`config.mk`:
```
export PLATFORM = sky130hd
export DESIGN_NAME = minmax_tracker4
export DESIGN_NICKNAME = d
export VERILOG_FILES = /design/src/rtl/minmax_tracker4_pkg.sv /design/src/rtl/minmax_tracker4_mag_cmp4.sv /design/src/rtl/minmax_tracker4.sv
export SDC_FILE = /design/constraint.sdc
export NUM_CORES = 1
export LEC_CHECK = 0
export BUFFER_PORTS_ARGS = -buffer_cell sky130_fd_sc_hd__buf_2
export CAP_MARGIN = 40
export CORE_UTILIZATION = 45
export DETAILED_ROUTE_END_ITERATION = 16
export PLACE_DENSITY = 0.72
export SYNTH_ARGS = -nofsm -noshare
export SYNTH_HDL_FRONTEND = slang
export SYNTH_SLANG_ARGS = --single-unit
```
`constraint.sdc`:
```
create_clock -name clk -period 1.6 [get_ports clk]
set_input_delay 0.08 -clock clk [delete_from_list [all_inputs] [get_ports clk]]
set_output_delay 0.08 -clock clk [all_outputs]
set_load 0.01 [all_outputs]
```
`src/rtl/minmax_tracker4_pkg.sv`:
```
// minmax_tracker4_pkg
// Shared definitions for the min/max tracker:
//   DEF_WIDTH / DEF_CNT_W : default sample and count widths
//   CNT_MAX               : saturation value of the default-width counter
//   state_e               : tracker FSM state encoding
//   cmp_t / cmp2()        : 2-bit magnitude compare stage used by mag_cmp4
package minmax_tracker4_pkg;

  localparam int DEF_WIDTH = 4;
  localparam int DEF_CNT_W = 4;
  localparam int CNT_MAX   = (1 << DEF_CNT_W) - 1;

  typedef enum logic [1:0] {
    IDLE = 2'd0,
    ACC  = 2'd1,
    HOLD = 2'd2
  } state_e;

  typedef struct packed {
    logic gt;
    logic lt;
    logic eq;
  } cmp_t;

  function automatic cmp_t cmp2(input logic [1:0] a, input logic [1:0] b);
    cmp_t r;
    r.gt = (a > b);
    r.lt = (a < b);
    r.eq = (a == b);
    return r;
  endfunction

endpackage

```
`src/rtl/minmax_tracker4_mag_cmp4.sv`:
```
// mag_cmp4
// Purely combinational 4-bit unsigned magnitude comparator built from two
// cascaded 2-bit stages: the upper pair decides unless it is equal, in which
// case the lower pair decides.
// Ports:
//   a_i, b_i : operands (unsigned, 4 bits)
//   gt_o     : a_i > b_i
//   lt_o     : a_i < b_i
//   eq_o     : a_i == b_i
module mag_cmp4
  import minmax_tracker4_pkg::*;
(
  input  logic [3:0] a_i,
  input  logic [3:0] b_i,
  output logic       gt_o,
  output logic       lt_o,
  output logic       eq_o
);

  cmp_t hi;
  cmp_t lo;

  assign hi = cmp2(a_i[3:2], b_i[3:2]);
  assign lo = cmp2(a_i[1:0], b_i[1:0]);

  assign gt_o = hi.gt | (hi.eq & lo.gt);
  assign lt_o = hi.lt | (hi.eq & lo.lt);
  assign eq_o = hi.eq & lo.eq;

endmodule

```
`src/rtl/minmax_tracker4.sv`:
```
// minmax_tracker4
// Framed-stream statistics block. Accepts 4-bit samples over valid/ready,
// tracks running max, min, saturating count and an all-equal flag, and holds
// the result record at end of frame until the consumer takes it.
//
// state | meaning
// ------+-------------------------------------------
// IDLE  | waiting for the first sample of a frame
// ACC   | accumulating samples of the current frame
// HOLD  | result record valid, waiting for out_ready
//
// Ports:
//   clk, rst_n          : clock (rising edge), async active-low reset
//   in_valid/in_ready   : sample handshake; in_ready low only in HOLD
//   in_data, in_last    : sample value and end-of-frame marker
//   out_valid/out_ready : result handshake; out_valid high only in HOLD
//   out_max, out_min    : frame maximum / minimum
//   out_count, out_sat  : saturating sample count and saturation flag
//   out_eq_all          : every sample in the frame was equal
//
// The comparator is fixed at 4 bits, so WIDTH must stay 4.
module minmax_tracker4
  import minmax_tracker4_pkg::*;
#(
  parameter int WIDTH = DEF_WIDTH,
  parameter int CNT_W = DEF_CNT_W
) (
  input  logic             clk,
  input  logic             rst_n,
  input  logic             in_valid,
  output logic             in_ready,
  input  logic [WIDTH-1:0] in_data,
  input  logic             in_last,
  output logic             out_valid,
  input  logic             out_ready,
  output logic [WIDTH-1:0] out_max,
  output logic [WIDTH-1:0] out_min,
  output logic [CNT_W-1:0] out_count,
  output logic             out_sat,
  output logic             out_eq_all
);

  localparam logic [CNT_W-1:0] CntMax = '1;

  state_e           state_q, state_d;
  logic [WIDTH-1:0] max_q, max_d;
  logic [WIDTH-1:0] min_q, min_d;
  logic [CNT_W-1:0] cnt_q, cnt_d;
  logic             sat_q, sat_d;
  logic             eq_q, eq_d;

  logic a_gt, a_lt, a_eq;
  logic b_gt, b_lt, b_eq;
  logic accept;

  mag_cmp4 u_cmp_max (
    .a_i  (in_data),
    .b_i  (max_q),
    .gt_o (a_gt),
    .lt_o (a_lt),
    .eq_o (a_eq)
  );

  mag_cmp4 u_cmp_min (
    .a_i  (in_data),
    .b_i  (min_q),
    .gt_o (b_gt),
    .lt_o (b_lt),
    .eq_o (b_eq)
  );

  assign in_ready  = (state_q != HOLD);
  assign out_valid = (state_q == HOLD);
  assign accept    = in_valid & in_ready;

  always_comb begin
    state_d = state_q;
    max_d   = max_q;
    min_d   = min_q;
    cnt_d   = cnt_q;
    sat_d   = sat_q;
    eq_d    = eq_q;

    unique case (state_q)
      IDLE: begin
        if (accept) begin
          max_d   = in_data;
          min_d   = in_data;
          cnt_d   = CNT_W'(1);
          sat_d   = 1'b0;
          eq_d    = 1'b1;
          state_d = in_last ? HOLD : ACC;
        end
      end

      ACC: begin
        if (accept) begin
          // Ties leave the stored extreme untouched.
          if (a_gt) max_d = in_data;
          if (b_lt) min_d = in_data;
          eq_d = eq_q & a_eq & b_eq;
          // Count sticks at its maximum; the flag records the overflow.
          if (cnt_q == CntMax) sat_d = 1'b1;
          else                 cnt_d = cnt_q + CNT_W'(1);
          if (in_last) state_d = HOLD;
        end
      end

      HOLD: begin
        if (out_ready) state_d = IDLE;
      end

      default: state_d = IDLE;
    endcase
  end

  always_ff @(posedge clk or negedge rst_n) begin
    if (!rst_n) begin
      state_q <= IDLE;
      max_q   <= '0;
      min_q   <= '0;
      cnt_q   <= '0;
      sat_q   <= 1'b0;
      eq_q    <= 1'b0;
    end else begin
      state_q <= state_d;
      max_q   <= max_d;
      min_q   <= min_d;
      cnt_q   <= cnt_d;
      sat_q   <= sat_d;
      eq_q    <= eq_d;
    end
  end

  assign out_max    = max_q;
  assign out_min    = min_q;
  assign out_count  = cnt_q;
  assign out_sat    = sat_q;
  assign out_eq_all = eq_q;

  // Unused comparator outcomes: only G of A, L of B and both E are needed.
  logic unused_cmp;
  assign unused_cmp = a_lt ^ b_gt;

endmodule

```
==> results.txt <==
Outcome - complete, but fails checks
Failing checks - setup timing
Proportion of synthesized area in mux cells - 10.9%
Initial antenna violation count - 0
Arr. time, crit path - 1.86 ns
Post-synthesis sequential area ratio - 43.0%
Core area - 1960 sq um
Iteration-0 DRC count of the detailed router - 3
Synth Area in Compound Gates - 13.8%
XOR/XNOR share of the synthesized area - 0%
Worst-skew pair later-pin latency - 0.30 ns
Final Wtd Congestion - 0.763
CP peak stage delay - 0.39 ns
Startpoint types - flip-flop
DRT Wirelength - 2190 um
Min Clock Period, post-route - 1.66 ns
Most used cell, CP - o211ai_4
Share of cells above drive strength 1 - 55.9%
Grt ovf - 0
Placement Rows - 16
Die area - 2250 sq um
RSZ-0062 raised after global routing - yes
Fin Clk Skew - 0.00755 ns
Area of the multi-input gates - 602 sq um
Leak - 0.683 nW
First-pass GRT wire length - 3120 um
DRC Markers - 0
Commonest non-fill, non-tap cells in the layout - 24 x buf_2, 15 x dfrtp_1, 12 x buf_4
Power density over the cells - 1510 nW/um^2
Die Span X - 47.5 um
Fmax - 0.601 GHz
Final instance area - 1360 sq um
Final Util - 69.4%
Synthesized area per cell - 11.1 sq um
CP Class - reg -> reg
Crit path max fanout - 4
Die Ht - 47.5 um
Commonest non-fill, non-tap cell in the layout - buf_2
CTS sink count - 16
Post-Synth Adder-Cell Area - 12.1%
Fin worst setup slack - -0.0635 ns
Final hold vios - 0
Max VDD drop - 0.883 mV
Initial core utilization - 47.4%
Worst EP required - 1.79 ns
Mapped Cells - 84
Ys flop type - dfrtp_1
PortBufs - 24
Filler instances - 146
Ys Warns - 0
Library cells used by synthesis - 27
Maxcap violations - 0
Mapped Nets - 102
First drt pass iteration count - 4
Number of flops mapped to enable cells by yosys - 0
Largest net degree at the start of global routing - 17
FF+latch count, synth - 16
H-Tree Level Count - 1
Deepest clock path buffer count - 2
TritonCTS buffer count - 3
Nets@finish - 146
TritonCTS clock tree - built
GR Util All Layers - 20.9%
Area delta synth->final - 46.2%
Slowest-stage cell, CP - dfrtp_1
Drt wl/cell - 14.2 um
Via count - 771
Slew Limit Headroom - 75.5%
Fin crit share - 104%
Critical Path End Type - flip-flop
DP HPWL - 1360 um
FF+latch area - 402 sq um
Reg clk slew, reported paths - 0.10 ns
Io pins - 25
Ant. Diodes - 0
Simple-gate area share of the yosys netlist - 15.6%
Number of global-route vias before repair - 704
Final ANT Viol Nets - 0
CTS Root Buffer Type - clkbuf_4
DP Area - 1110 sq um
Slew Limit Fails - 0
Slew @ Worst Pin - 0.367 ns
Crit path cell chain - inv_2 -> ha_4 -> nor2b_4 -> o211ai_4 -> o211ai_4 -> mux2_4
HP Class - in -> reg
Count of final setup violators - 8
Asr flop ratio synth - 100%
Via density - 5.01
Largest family of logic cells by synthesized area - simple AND/OR/NAND/NOR gates
Mapped cell area - 931 sq um
==> cell usage after synthesis, drive strengths merged (2+ instances only) <==
library cell | number | area (sq um)
a21oi | 3 | 15.0
o211ai | 3 | 55.1
nand2 | 12 | 52.6
dfrtp | 16 | 400
nor2b | 5 | 38.8
o21ai | 6 | 33.8
inv | 7 | 26.3
mux2 | 9 | 101
ha | 9 | 113
nor2 | 2 | 7.51
==> cell type report <==
class,count,share of cell area (%)
Clock buffer,4,2.67
Inverter,7,1.93
Multi-Input combinational cell,59,44.2
Sequential cell,16,29.5
Tap cell,27,2.48
Timing Repair Buffer,41,19.2
==> sequential cells by signal, indices dropped and copies added, names as in the netlist <==
register    flops
out_count       4
out_max         4
out_min         4
state_q         2
out_eq_all      1
out_sat         1
==> final timing paths <==
kind | startpoint | to | slack, ns | cells after the start
hold reg to reg | out_eq_all | out_eq_all | 0.51 | 2
min in group asynchronous | rst_n | out_min[2] | 0.21 | 2
max in group asynchronous | rst_n | state_q[0] | 1.09 | 2
hold / removal | in_data[2] | out_max[2] | 0.05 | 2
setup reg to reg | out_max[1] | out_max[0] | -0.06 | 6
setup / recovery | out_max[1] | out_max[0] | -0.06 | 6
==> metrics by stage <==
stage / setup TNS, ns / total power, mW / instances / hold WS (ns) / setup slack [ns]
finish: -0.271 / 2.05 / 154 / 0.0503 / -0.0635
detailed placement: -0.362 / 1.41 / 137 / 0.0125 / -0.0956
global placement: -0.174 / 1.38 / 137 / 0.0101 / -0.0451
CTS: -0.119 / 1.92 / 150 / 0.0438 / -0.0312
global route: -0.669 / 2.19 / 154 / 0.0427 / -0.113
floorplan: 0 / 1.13 / 84 / -0.216 / 0.00819
==> where the power goes <==
| group | total [mW] | leakage [nW] | switching (mW) | internal, mW |
|---|---|---|---|---|
| Combinational | 1.13 | 0.468 | 0.500 | 0.631 |
| Clock | 0.277 | 0.0210 | 0.138 | 0.139 |
| Sequential | 0.646 | 0.194 | 0.117 | 0.529 |
==> worst max-delay path, delay by kind of cell, from the launching register on <==
kind	cells	cell delay, ns
and+or+nand+nor	1	0.15
muxes	1	0.33
buffers and inverters	1	0.06
DFF	1	0.39
AOI/OAI and AO/OA	2	0.36
adders and majority gates	1	0.26
==> what timing repair did <==
| item | CTS | global route |
|---|---|---|
| hold buffers | 4 | 0 |
| setup buffers | 5 | 4 |
| gates resized for setup | 17 | 6 |
| hold endpoints to repair | 18 | 0 |
| pin swaps | 3 | 6 |
| setup endpoints to repair | 8 | 8 |
==> per-layer routing <==
layer	track usage [%]	part of all wire, %
met1	26.5	47
met2	34.5	48
met3	3.40	2.5
met4	10.3	2.1
met5	0	0
==> logic make-up after synthesis <==
family,count (synthesis)
simple gates,26
flops,16
compound gates,15
buf+inv,9
mux,9
fa+ha+maj,9
(Power assumes the default switching activity.)
